==> src/rtl/beat_stream_tx_pkg.sv <==
// Shared constants for the beat_stream_tx burst transmitter: default sizes,
// FSM state encoding and skid FIFO depth.
package beat_stream_pkg;

   localparam int DATA_W_DEF = 32;
   localparam int BEATS_DEF  = 32;
   localparam int CNT_W_DEF  = $clog2(BEATS_DEF);
   localparam int LAST_IDX   = BEATS_DEF - 1;

   localparam int FIFO_DEPTH = 2;

   localparam logic [1:0] IDLE = 2'd0;
   localparam logic [1:0] RUN  = 2'd1;
   localparam logic [1:0] DONE = 2'd2;

endpackage

==> src/rtl/beat_stream_tx_if.sv <==
// Valid/ready beat stream between the transmitter (master) and the
// downstream receiver (slave).
interface beat_stream_tx_if
   import beat_stream_pkg::*;
#(
   parameter int DATA_W = DATA_W_DEF
);

   logic              m_valid;
   logic              m_ready;
   logic [DATA_W-1:0] m_data;
   logic              m_last;

   modport master (
      output m_valid,
      output m_data,
      output m_last,
      input  m_ready
   );

   modport slave (
      input  m_valid,
      input  m_data,
      input  m_last,
      output m_ready
   );

endinterface

==> src/rtl/beat_stream_tx_fifo.sv <==
// tx_skid_fifo: 2-entry FIFO holding buffer words between read return and
// beat handshake. Push while full is accepted only together with a pop.
module tx_skid_fifo
   import beat_stream_pkg::*;
#(
   parameter int DATA_W = DATA_W_DEF
) (
   input  logic              clk,
   input  logic              rst_n,
   input  logic              flush,
   input  logic              push,
   input  logic [DATA_W-1:0] din,
   input  logic              pop,
   output logic [DATA_W-1:0] dout,
   output logic              empty,
   output logic              full,
   output logic [1:0]        count
);

   logic [DATA_W-1:0] mem [FIFO_DEPTH];
   logic              wr_ptr;
   logic              rd_ptr;
   logic              do_push;
   logic              do_pop;

   assign empty   = (count == 2'd0);
   assign full    = (count == 2'(FIFO_DEPTH));
   assign do_pop  = pop && !empty;
   assign do_push = push && (!full || do_pop);
   assign dout    = mem[rd_ptr];

   always_ff @(posedge clk or negedge rst_n) begin
      if (!rst_n) begin
         for (int i = 0; i < FIFO_DEPTH; i++) begin
            mem[i] <= '0;
         end
         wr_ptr <= 1'b0;
         rd_ptr <= 1'b0;
         count  <= 2'd0;
      end else if (flush) begin
         wr_ptr <= 1'b0;
         rd_ptr <= 1'b0;
         count  <= 2'd0;
      end else begin
         if (do_push) begin
            mem[wr_ptr] <= din;
            wr_ptr      <= ~wr_ptr;
         end
         if (do_pop) begin
            rd_ptr <= ~rd_ptr;
         end
         count <= count + {1'b0, do_push} - {1'b0, do_pop};
      end
   end

endmodule

==> src/rtl/beat_stream_tx.sv <==
// beat_stream_tx: reads a BEATS-word frame from a local buffer and sends it
// as one valid/ready burst. Build option BEAT_STREAM_TX_ABORT_EN adds abort.
//
// state | meaning
// IDLE  | waiting for start
// RUN   | issuing buffer reads and presenting beats
// DONE  | one-cycle done pulse, start ignored
module beat_stream_tx
   import beat_stream_pkg::*;
#(
   parameter int DATA_W = DATA_W_DEF,
   parameter int BEATS  = BEATS_DEF,
   parameter int CNT_W  = CNT_W_DEF
) (
   input  logic              clk,
   input  logic              rst_n,
   input  logic              start,
   output logic              busy,
   output logic              done,
   output logic              mem_rd_en,
   output logic [CNT_W-1:0]  mem_rd_addr,
   input  logic [DATA_W-1:0] mem_rd_data,
   beat_stream_tx_if.master  tx,
   output logic [CNT_W-1:0]  beat_cnt
`ifdef BEAT_STREAM_TX_ABORT_EN
   ,
   input  logic              abort,
   output logic              aborted
`endif
);

   localparam logic [CNT_W-1:0] LAST      = CNT_W'(BEATS - 1);
   localparam logic [CNT_W:0]   ISSUE_END = (CNT_W + 1)'(BEATS);

   logic [1:0]        state;
   logic [CNT_W:0]    issue_cnt;
   logic              rd_pending;
   logic              in_run;
   logic              abort_req;
   logic              hs;
   logic              issue;
   logic [2:0]        occ_after;

   logic              fifo_push;
   logic              fifo_pop;
   logic              fifo_empty;
   logic              fifo_full;
   logic [1:0]        fifo_count;
   logic [DATA_W-1:0] fifo_dout;

   assign in_run = (state == RUN);
   assign busy   = in_run;
   assign done   = (state == DONE);

`ifdef BEAT_STREAM_TX_ABORT_EN
   assign abort_req = in_run && abort;
`else
   assign abort_req = 1'b0;
`endif

   // A word returning into an empty FIFO is presented in its arrival cycle,
   // so the first beat appears two cycles after start is sampled.
   assign tx.m_valid = !fifo_empty || rd_pending;
   assign tx.m_data  = !fifo_empty ? fifo_dout :
                       (rd_pending ? mem_rd_data : '0);
   assign tx.m_last  = (beat_cnt == LAST) && tx.m_valid;
   assign hs         = tx.m_valid && tx.m_ready;

   assign fifo_pop  = hs && !fifo_empty;
   assign fifo_push = rd_pending && !(fifo_empty && hs) && (!fifo_full || fifo_pop);

   // Words buffered or in flight once this cycle's handshake retires.
   assign occ_after = {1'b0, fifo_count} + {2'b00, rd_pending} - {2'b00, hs};

   assign issue       = in_run && !abort_req && (issue_cnt < ISSUE_END) &&
                        (occ_after < 3'(FIFO_DEPTH));
   assign mem_rd_en   = issue;
   assign mem_rd_addr = issue_cnt[CNT_W-1:0];

   tx_skid_fifo #(
      .DATA_W (DATA_W)
   ) u_fifo (
      .clk   (clk),
      .rst_n (rst_n),
      .flush (abort_req),
      .push  (fifo_push),
      .din   (mem_rd_data),
      .pop   (fifo_pop),
      .dout  (fifo_dout),
      .empty (fifo_empty),
      .full  (fifo_full),
      .count (fifo_count)
   );

   always_ff @(posedge clk or negedge rst_n) begin
      if (!rst_n) begin
         state      <= IDLE;
         issue_cnt  <= '0;
         beat_cnt   <= '0;
         rd_pending <= 1'b0;
      end else begin
         rd_pending <= issue;
         case (state)
            IDLE: begin
               if (start) begin
                  state     <= RUN;
                  issue_cnt <= '0;
                  beat_cnt  <= '0;
               end
            end
            RUN: begin
               if (abort_req) begin
                  state     <= IDLE;
                  issue_cnt <= '0;
                  beat_cnt  <= '0;
               end else begin
                  if (issue) begin
                     issue_cnt <= issue_cnt + 1'b1;
                  end
                  if (hs) begin
                     if (beat_cnt == LAST) begin
                        state <= DONE;
                     end else begin
                        beat_cnt <= beat_cnt + 1'b1;
                     end
                  end
               end
            end
            DONE: begin
               state <= IDLE;
            end
            default: begin
               state <= IDLE;
            end
         endcase
      end
   end

`ifdef BEAT_STREAM_TX_ABORT_EN
   always_ff @(posedge clk or negedge rst_n) begin
      if (!rst_n) begin
         aborted <= 1'b0;
      end else begin
         aborted <= abort_req;
      end
   end
`endif

endmodule

==> src/flat_wrapper.sv <==
// flat-port wrapper written by rule: the top's interface ports become plain ports
module beat_stream_tx_flat import beat_stream_pkg::*;
#(
   parameter int DATA_W = DATA_W_DEF,
   parameter int BEATS  = BEATS_DEF,
   parameter int CNT_W  = CNT_W_DEF
)
  (clk, rst_n, start, busy, done, mem_rd_en, mem_rd_addr, mem_rd_data, beat_cnt, tx_m_valid, tx_m_data, tx_m_last, tx_m_ready);
  beat_stream_tx_if #(.DATA_W(DATA_W)) tx_i ();
  input  logic clk;
  input  logic rst_n;
  input  logic start;
  output logic busy;
  output logic done;
  output logic mem_rd_en;
  output logic [CNT_W-1:0] mem_rd_addr;
  input  logic [DATA_W-1:0] mem_rd_data;
  output logic [CNT_W-1:0] beat_cnt;
  output wire logic [$bits(tx_i.m_valid)-1:0] tx_m_valid;
  output wire logic [$bits(tx_i.m_data)-1:0] tx_m_data;
  output wire logic [$bits(tx_i.m_last)-1:0] tx_m_last;
  input wire logic [$bits(tx_i.m_ready)-1:0] tx_m_ready;
  assign tx_m_valid = tx_i.m_valid;
  assign tx_m_data = tx_i.m_data;
  assign tx_m_last = tx_i.m_last;
  assign tx_i.m_ready = tx_m_ready;
  beat_stream_tx #(.DATA_W(DATA_W), .BEATS(BEATS), .CNT_W(CNT_W)) u_core (.clk(clk), .rst_n(rst_n), .start(start), .busy(busy), .done(done), .mem_rd_en(mem_rd_en), .mem_rd_addr(mem_rd_addr), .mem_rd_data(mem_rd_data), .tx(tx_i), .beat_cnt(beat_cnt));
endmodule
==> config.mk <==
export PLATFORM = sky130hd
export DESIGN_NAME = beat_stream_tx_flat
export DESIGN_NICKNAME = d
export VERILOG_FILES = /design/src/rtl/beat_stream_tx_pkg.sv /design/src/rtl/beat_stream_tx_if.sv /design/src/rtl/beat_stream_tx_fifo.sv /design/src/rtl/beat_stream_tx.sv /design/src/flat_wrapper.sv
export SDC_FILE = /design/constraint.sdc
export NUM_CORES = 1
export LEC_CHECK = 0
export CORE_MARGIN = 1
export CORE_UTILIZATION = 45
export CTS_CLUSTER_SIZE = 10
export DETAILED_ROUTE_END_ITERATION = 12
export PLACE_DENSITY = 0.67
export SLEW_MARGIN = 20
export SYNTH_ARGS = -nofsm -noshare
export SYNTH_HDL_FRONTEND = slang
export SYNTH_SLANG_ARGS = --single-unit
==> constraint.sdc <==
create_clock -name clk -period 2.6 [get_ports clk]
set_input_delay 0.26 -clock clk [delete_from_list [all_inputs] [get_ports clk]]
set_output_delay 0.26 -clock clk [all_outputs]
set_load 0.01 [all_outputs]
======== Word level (Yosys, flattened, before mapping) ========
Index checks and enable logic that the tools add are counted.
cells by class
  reduce and logical (&&, ||, !) cells .... 23
  $add $sub $neg .......................... 6
  equality and inequality tests ........... 9
  multiplexer cells ....................... 19
  magnitude comparators ................... 5
  bitwise operators ....................... 4
operators by type and width
  cell                                                       number
  2-to-1 mux 32 bit                                          6
  bitwise mux 64 bit                                         1
  demux 32 bit (select 1 bit)                                1
  2-to-1 mux 5 bit                                           3
  2-to-1 mux 6 bit                                           2
  case mux 6 bit (2 select lines)                            1
  logical AND 1 bit                                          11
  case mux 5 bit (2 select lines)                            1
  adder 6 x 1 -> 6 bit (second input constant)               1
  < comparator 6 bit (second input constant)                 1
  2-to-1 mux 2 bit                                           3
  != test 2 x 1 -> 1 bit (second input constant)             3
  AND reduction 3 bit                                        2
  adder 5 x 1 -> 5 bit (second input constant)               1
  equality test 5 bit (second input constant)                1
  equality test 2 bit (second input constant)                2
  greater-or-equal comparator 2 bit (second input constant)  2
  logical NOT 2 bit                                          2
  != test 2 bit (second input constant)                      2
  inverter 1 -> 2 bit                                        2
  case mux 2 bit (2 select lines)                            1
  AND reduction 4 bit                                        1
  adder 2 x 1 -> 3 bit                                       1
  logical NOT 1 bit                                          3
  other kinds (9)                                            12
storage, ports and cells
  word-level logic and storage cells ...... 75
  input bits .............................. 36
  register bits ........................... 82

======== Longest topological paths before layout ========
  depth in word-level cells ............... 11
  gate-level depth with buffers ........... 8
  mapped depth without buffers ............ 7

======== By module ========
Synthesis repeated with hierarchy kept, for this count alone.
second synthesis, totals
  cell total of the unflattened synthesis .. 384
  area, all modules ....................... 4413.0 µm²
by module, submodules not included
  module          cells an instance  instances  seq. area each (µm²)  area an instance (µm²)
  tx_skid_fifo    198                1          1701.6                3150.5
  beat_stream_tx  186                1          350.3                 1262.5

======== Worst setup path before layout ========
No wires, ideal clock.
  path kind ............................... register -> output
  from .................................... reg u_core.rd_pending
  to ...................................... out mem_rd_en
  arrival ................................. 2.082 ns
  setup slack ............................. 0.258 ns
  cell stages (with the launch flop) ...... 8
  path buffers ............................ 2
  path through ............................ dfrtp_1 > clkbuf_1 > buf_1 > nor2_1 > fa_1 > and4bb_2 > nand2_1 > inv_1
between the ends
  longest elaborated chain between the ends .. 5
RTL lines
  element                                                       line                   text
  start: declaration                                            beat_stream_tx.sv:37   logic rd_pending;
  start signal: assignment                                      beat_stream_tx.sv:102  rd_pending <= issue;
  branches (longest 2 deep; another with adder 2 x 1 -> 3 bit)  n/a
  subtractor 3 x 1 -> 3 bit *                                   beat_stream_tx.sv:73   assign occ_after = {1'b0, fifo_count} + {2'b00, rd_pending} - {2'b00, hs};
  < comparator 3 x 2 -> 1 bit *                                 beat_stream_tx.sv:76   (occ_after < 3'(FIFO_DEPTH));
  logical AND 1 bit *                                           beat_stream_tx.sv:75   assign issue = in_run && !abort_req && (issue_cnt < ISSUE_END) &&
  end: declaration                                              flat_wrapper.sv:15     output logic mem_rd_en;
Every way passes the cells marked *.

======== Final worst setup path ========
  from .................................... in tx_m_ready
  to ...................................... out mem_rd_en
between the ends
  longest elaborated chain between the ends .. 4
RTL lines
  element                      line                  text
  start: declaration           flat_wrapper.sv:22    input wire logic [$bits(tx_i.m_ready)-1:0] tx_m_ready;
  logical AND 1 bit            beat_stream_tx.sv:67  assign hs = tx.m_valid && tx.m_ready;
  subtractor 3 x 1 -> 3 bit    beat_stream_tx.sv:73
  < comparator 3 x 2 -> 1 bit  beat_stream_tx.sv:76
  logical AND 1 bit            beat_stream_tx.sv:75
No other way between the ends.

==> qor.csv <==
stage,metric,value,unit
clock_network,path_clk_slew,0.08,ns
floorplan,die_h,98.1,µm
routing,route.detailed.drc,8,
yosys,syn-instance-count,345,
grt,grt_pass1_vias,2961,
clock_network,cts_max_level,3,
grt,grt_max_degree,49,
routing,drt_iter0_drc,62,
outcome,status,finished with violations,
routing,vias,2858,
yosys,yosysMostFrequentCell,dfrtp_1,
yosys,synth_largest_area_cell,dfrtp_1,
yosys,synthArstFlopShare,100,%
grt,use_met2,31.0,%
clock_network,cts_buffers,9,
place,portBuffers,82,
pwr,power,7.22,mW
clock_network,cts_max_path_buffers,2,
hold_path,hold_path_class,in2async,
timing,setup_slack,0.195,ns
yosys,ys_top_cells_by_area,"dfrtp_1 49%, mux2_1 17%, mux2i_1 10%",
clock_network,post_cts_buffers,0,
setup_path,cp.depth,8,
finish,drive_above_1_share,10.2,%
clock_network,root_buffer,clkbuf_8,
grt,overflow,0,
setup_path,reg2reg_depth,8,
yosys,synth-edff-count,0,
outcome,violations,design-rule violations,
yosys,ys_types,31,
grt,busiest_layer,met2,
setup_path,arrival,2.15,ns
place,placed_area,0.00513,mm²
clock_network,clkLatencyLatePin,0.34,ns
setup_path,path_common_cell,nand2_1,
floorplan,start_util,47.0,%
yosys,avgSynthCellArea,12.0,µm²
pwr,ir_worst_vdd,0.000766,V
timing,min_period,2.41,ns
pwr,leakage,2.38,nW
routing,wl_per_cell,15.5,µm
finish,n_antenna_cell,0,
place,hpwl,5440,µm
setup_path,cp_max_fo,3,
floorplan,io_pins,83,
finish,areaGrowthSynthToFinish,29.2,%
grt,met3_usage,4.44,%
grt,grt_util_met1,25.5,%
setup_path,worstPathCellList,"clkdlybuf4s50_1, xor2_1, nand2_1, fa_1, and4bb_2, nand2_1, inv_1, dlygate4sd2_1",
pwr,powerDensity,1340,mW/mm²
timing,setup_viol,0,
place,gp_congestion,0.769,
grt,grt_pass1_wl,14500,µm
setup_path,start_kind,input port,
floorplan,die-area,0.00962,mm²
yosys,synthesis.area,0.00416,mm²
setup_path,critPathSlowestCell,clkdlybuf4s50_1,
timing,drv_slew,0,
routing,antenna_left,0,
timing,worst_clock_skew,0.00772,ns
setup_path,path_class,in2out,
timing,hold_violations,0,
floorplan,row_count,34,
yosys,yosys-top-cells-count,"82 x dfrtp_1, 64 x mux2_1, 42 x mux2i_1",
setup_path,crit_family,buffers and inverters,
setup_path,path_buf_inv,3,
finish,fin_area,0.00537,mm²
timing,timing.final.crit_share,92.5,%
grt,antenna_found_initial,0,
yosys,synth_top_area_share,49.4,%
yosys,seq_area_frac_synth,49.4,%
floorplan,die_x,98.1,µm
clock_network,numClockSinks,82,
routing,via_per_inst,5.29,
floorplan,core,0.00885,mm²
finish,fin_nets,470,
place,pre_cts_slack,-0.0517,ns
yosys,synth_ff_type,dfrtp_1,
job,maxCapViolations,0,
setup_path,critical_path.max_stage_delay,0.53,ns
timing,max_slew_margin,60.6,%
yosys,synth_seq_cells,82,
routing,drt_pass1_iterations,10,
setup_path,critPathCaptureType,output port,
grt,grt_util_all_layers,19.0,%
timing,tightestPinTransition,0.592,ns
routing,wl,8370,µm
timing,maxClockFrequency,416,MHz
timing,rsz0062_at_grt,false,
clock_network,cts_tree,built,
yosys,synth_nets,387,
yosys,yosysWarnings,0,
setup_path,cp.required,2.34,ns
[state kept, by name (all words and copies together), names as in the netlist]
signal and cells:
u_core.u_fifo.mem 64, u_core.issue_cnt 6, u_core.beat_cnt 5, u_core.state 2
u_core.u_fifo.count 2, u_core.rd_pending 1, u_core.u_fifo.rd_ptr 1, u_core.u_fifo.wr_ptr 1
[final timing paths]
kind                                             start                     end  slack [ns]
worst min register to register    u_core.u_fifo.mem[0]    u_core.u_fifo.mem[0]        0.49
worst min-delay path                             rst_n   u_core.u_fifo.mem[26]        0.46
worst max register to register  u_core.u_fifo.count[1]  u_core.u_fifo.count[1]        0.62
min in group clk                  u_core.u_fifo.mem[0]    u_core.u_fifo.mem[0]        0.49
max in group asynchronous                        rst_n    u_core.u_fifo.rd_ptr        1.51
worst max-delay path                        tx_m_ready               mem_rd_en        0.19
[per-stage QoR]
| stage | TNS [ns] | hold slack, ns | util (%) | cells |
|---|---|---|---|---|
| after floorplan | 0 | -0.0356 | - | 345 |
| after global placement | -0.0392 | 0.303 | 58.0 | 524 |
| after detailed placement | -0.0517 | 0.311 | 58.0 | 524 |
| after CTS | 0 | 0.483 | 60.7 | 540 |
| after global routing | 0 | 0.504 | 60.7 | 540 |
| final | 0 | 0.456 | 60.7 | 540 |
[timing repair]
item	CTS	global route
hold buffers	1	0
endpoints found under the hold margin	44	0
setup endpoints to repair	1	0
gates resized for setup	3	0
[area by class of cell]
| cell class | instances | area (µm²) |
|---|---|---|
| inverters | 7 | 26.3 |
| clock inverters | 4 | 73.8 |
| clock buffers | 11 | 151 |
| repair buffers | 100 | 1020 |
| fillers | 733 | 3480 |
| multi-input cells | 228 | 1910 |
| well taps | 108 | 135 |
| flip-flops and latches | 82 | 2050 |
[worst register-to-register path: stages, from the launching register on]
cell     delay [ns]
dfrtp_1        0.40
buf_4          0.18
xnor2_2        0.30
o21ai_0        0.19
ha_1           0.32
inv_1          0.04
ha_1           0.18
xnor2_1        0.17
xnor2_1        0.14
[power breakdown]
part / switching (mW) / internal (mW) / total, mW / leakage, nW
sequential: 0.407 / 1.92 / 2.33 / 0.976
clock: 0.445 / 0.590 / 1.04 / 0.116
combinational: 1.72 / 2.14 / 3.86 / 1.29
total: 2.57 / 4.65 / 7.22 / 2.38
[layout by cell type, fill, tap and decap left out, drive strengths merged, types with 4 or more instances in the layout]
master and instances:
dfrtp 82, clkdlybuf4s50 80, mux2 64, mux2i 42, nand3 37, o21ai 34
buf 18, nand2 13, clkbuf 11, inv 8, xnor2 6, and3 5
ha 5, nor2 4
[routing by layer]
layer / routed length (µm) / share of wire, %
met3: 365 / 4.4
met1: 4020 / 48
met5: 0 / 0
met2: 3890 / 47
met4: 93 / 1.1
[cell families (layout without fill, tap and decap cells)]
family,Yosys count,in the layout,synth area share [%]
compound gates,39,39,5.75
buf+inv,35,122,4.85
xor+xnor,7,7,1.66
mux,106,106,27.5
fa+ha+maj,6,6,1.99
flops,82,82,49.4
simple gates,70,70,8.91
(Power assumes the default switching activity.)
==> RTL edit, RTL diff (same flow settings) <==
`BEATS_DEF`: 32 -> 64.
--- a/src/rtl/beat_stream_tx_pkg.sv
+++ b/src/rtl/beat_stream_tx_pkg.sv
@@ -4,5 +4,5 @@
 
    localparam int DATA_W_DEF = 32;
-   localparam int BEATS_DEF  = 32;
+   localparam int BEATS_DEF  = 64;
    localparam int CNT_W_DEF  = $clog2(BEATS_DEF);
    localparam int LAST_IDX   = BEATS_DEF - 1;
Ports: changed (resized beat_cnt and mem_rd_addr); port bits go from 83 to 85. No check against the original RTL was run, so the function may have changed too.
==> RTL edit against the original RTL <==
Synthesized area increased by 5.6%; synthesized cell count increased by 7.8%; sequential cell count increased by 2; global-route usage about the same; highest routed layer unchanged; die area increased by 5.5%; design area increased by 4.1%; combinational power increased by 2%; setup slack got worse by 99 ps; core utilization decreased by 0.78 points; wire length increased by 8.8%; final cell count increased by 8.5%; power increased by 1.5%.
==> RTL edit: results (changes against the original RTL) <==
\begin{tabular}{lr}
\hline
Metric & Value \\
\hline
\multicolumn{2}{l}{\textbf{Critical path}} \\
Data arrival at the endpoint of the critical path & 2240 ps (+90 ps) \\
Worst-path maximum fanout & 21 (+18) \\
\multicolumn{2}{l}{\textbf{Global route}} \\
Total GRT Usage & 0.190 (about the same) \\
Largest net degree at the start of global routing & 44 (-10\%) \\
GRT met1 Usage & 0.253 (-0.00197) \\
Number of global-route vias before repair & 3053 (+3.1\%) \\
Met3 layer usage reported by global route & 0.0368 (-0.00763) \\
GR Layer Usage met2 & 0.313 (+0.00309) \\
Initial antenna violation count & 0 (unchanged) \\
Wire length of the first global-routing pass & 15.0 mm (+3.4\%) \\
\multicolumn{2}{l}{\textbf{Route}} \\
Met1 layer wirelength in the final routing & 4.38 mm (+9.0\%) \\
DR vias & 3151 (+10\%) \\
Routed met2 length & 4.24 mm (+8.9\%) \\
Total length of routed wires & 9.10 mm (+8.8\%) \\
DR pass1 iterations & 4 (-6) \\
1st-iter DRT viols & 76 (+23\%) \\
Drt wl/cell & 15.5 um (+0.29\%) \\
\multicolumn{2}{l}{\textbf{Layout}} \\
Filler Cell Count & 817 (+11\%) \\
Top flop regs & u\_core.u\_fifo.mem: 64 flops, u\_core.issue\_cnt: 7 flops, u\_core.beat\_cnt: 6 flops \\
Share of layout cells above drive strength 1 & 0.219 (+0.117) \\
Final nets & 494 (+5.1\%) \\
\multicolumn{2}{l}{\textbf{Power}} \\
Worst vdd rail ir drop & 0.000521 V (-32\%) \\
Leakage power summed over all cells & 2.40 nW (+0.84\%) \\
Switching component of the power & 2.62 mW (+2.1\%) \\
Power share of the sequential group & 0.326 (+0.003) \\
\multicolumn{2}{l}{\textbf{Place}} \\
Placed Cells incl. Taps & 570 (+8.8\%) \\
HPWL reported at the end of detailed placement & 5.92 mm (+8.8\%) \\
\multicolumn{2}{l}{\textbf{STA}} \\
Worst hold-check slack & 442 ps (-14.0 ps) \\
Worst clock skew on the final layout & 15.7 ps (+7.94 ps) \\
\multicolumn{2}{l}{\textbf{Yosys}} \\
Most area-consuming cells after synthesis & sky130\_fd\_sc\_hd\_\_dfrtp\_1, sky130\_fd\_sc\_hd\_\_mux2\_2, sky130\_fd\_sc\_hd\_\_mux2i\_1, sky130\_fd\_sc\_hd\_\_nand3\_1, sky130\_fd\_sc\_hd\_\_o21ai\_0 \\
Number of nets in the synthesized netlist & 413 (+6.7\%) \\
Distinct cells, synth & 46 (+48\%) \\
Sequential-to-total area share from yosys stat & 0.479 (-0.0149) \\
\multicolumn{2}{l}{\textbf{Clocking}} \\
Number of buffers created by CTS & 9 (unchanged) \\
\multicolumn{2}{l}{\textbf{Run status}} \\
Result of the run & completed \\
\hline
\end{tabular}
RTL edit: critical path, stage by stage, from the launching register on:
cell                              delay, ps
sky130_fd_sc_hd__dfrtp_2                640
sky130_fd_sc_hd__buf_6                  340
sky130_fd_sc_hd__mux2i_1                110
sky130_fd_sc_hd__o21ai_0                220
sky130_fd_sc_hd__clkdlybuf4s50_1        580
RTL edit: layout make-up:
cell class              instances  area [um2]  share of cell area
clock buffers                  11         141              0.0253
clock inverters                 4        73.8              0.0132
inverters                       8        30.0             0.00537
multi-input cells             247        2050               0.368
flip-flops and latches         84        2100               0.376
well taps                     129         161              0.0289
repair buffers                103        1020               0.183
RTL edit: metrics by stage:
step	TNS (ps)	util	cell area [um2]
CTS	0	0.599	5590
detailed placement	-85.7	0.575	5360
finish	0	0.599	5590
global placement	-74.5	0.575	5360
global route	0	0.599	5590
floorplan	0	-	4390
RTL edit: kinds of logic after synthesis:
kind of cell / share of synthesized area
flops: 0.479
simple gates: 0.101
fa+ha+maj: 0.0160
compound gates: 0.0807
mux: 0.251
buf+inv: 0.0542
xor+xnor: 0.0182
RTL edit: how the worst max path moves through the flow:
stage | from | to | slack, ps | cells past startpoint
2_1_floorplan | u_core.rd_pending | mem_rd_en | 370 | 7
3_3_place_gp | tx_m_ready | mem_rd_en | -70 | 8
3_5_place_dp | tx_m_ready | mem_rd_en | -90 | 8
4_1_cts | u_core.u_fifo.rd_ptr | tx_m_data[10] | 70 | 4
5_1_grt | u_core.u_fifo.rd_ptr | tx_m_data[10] | 3 | 4
6_report | u_core.u_fifo.rd_ptr | tx_m_data[10] | 100 | 4
RTL edit: repair_timing:
item,4_1_cts,5_1_grt
endpoints found under the setup margin,11,0
hold buffers,1,0
gates resized for setup,3,0
hold endpoints to repair,41,0
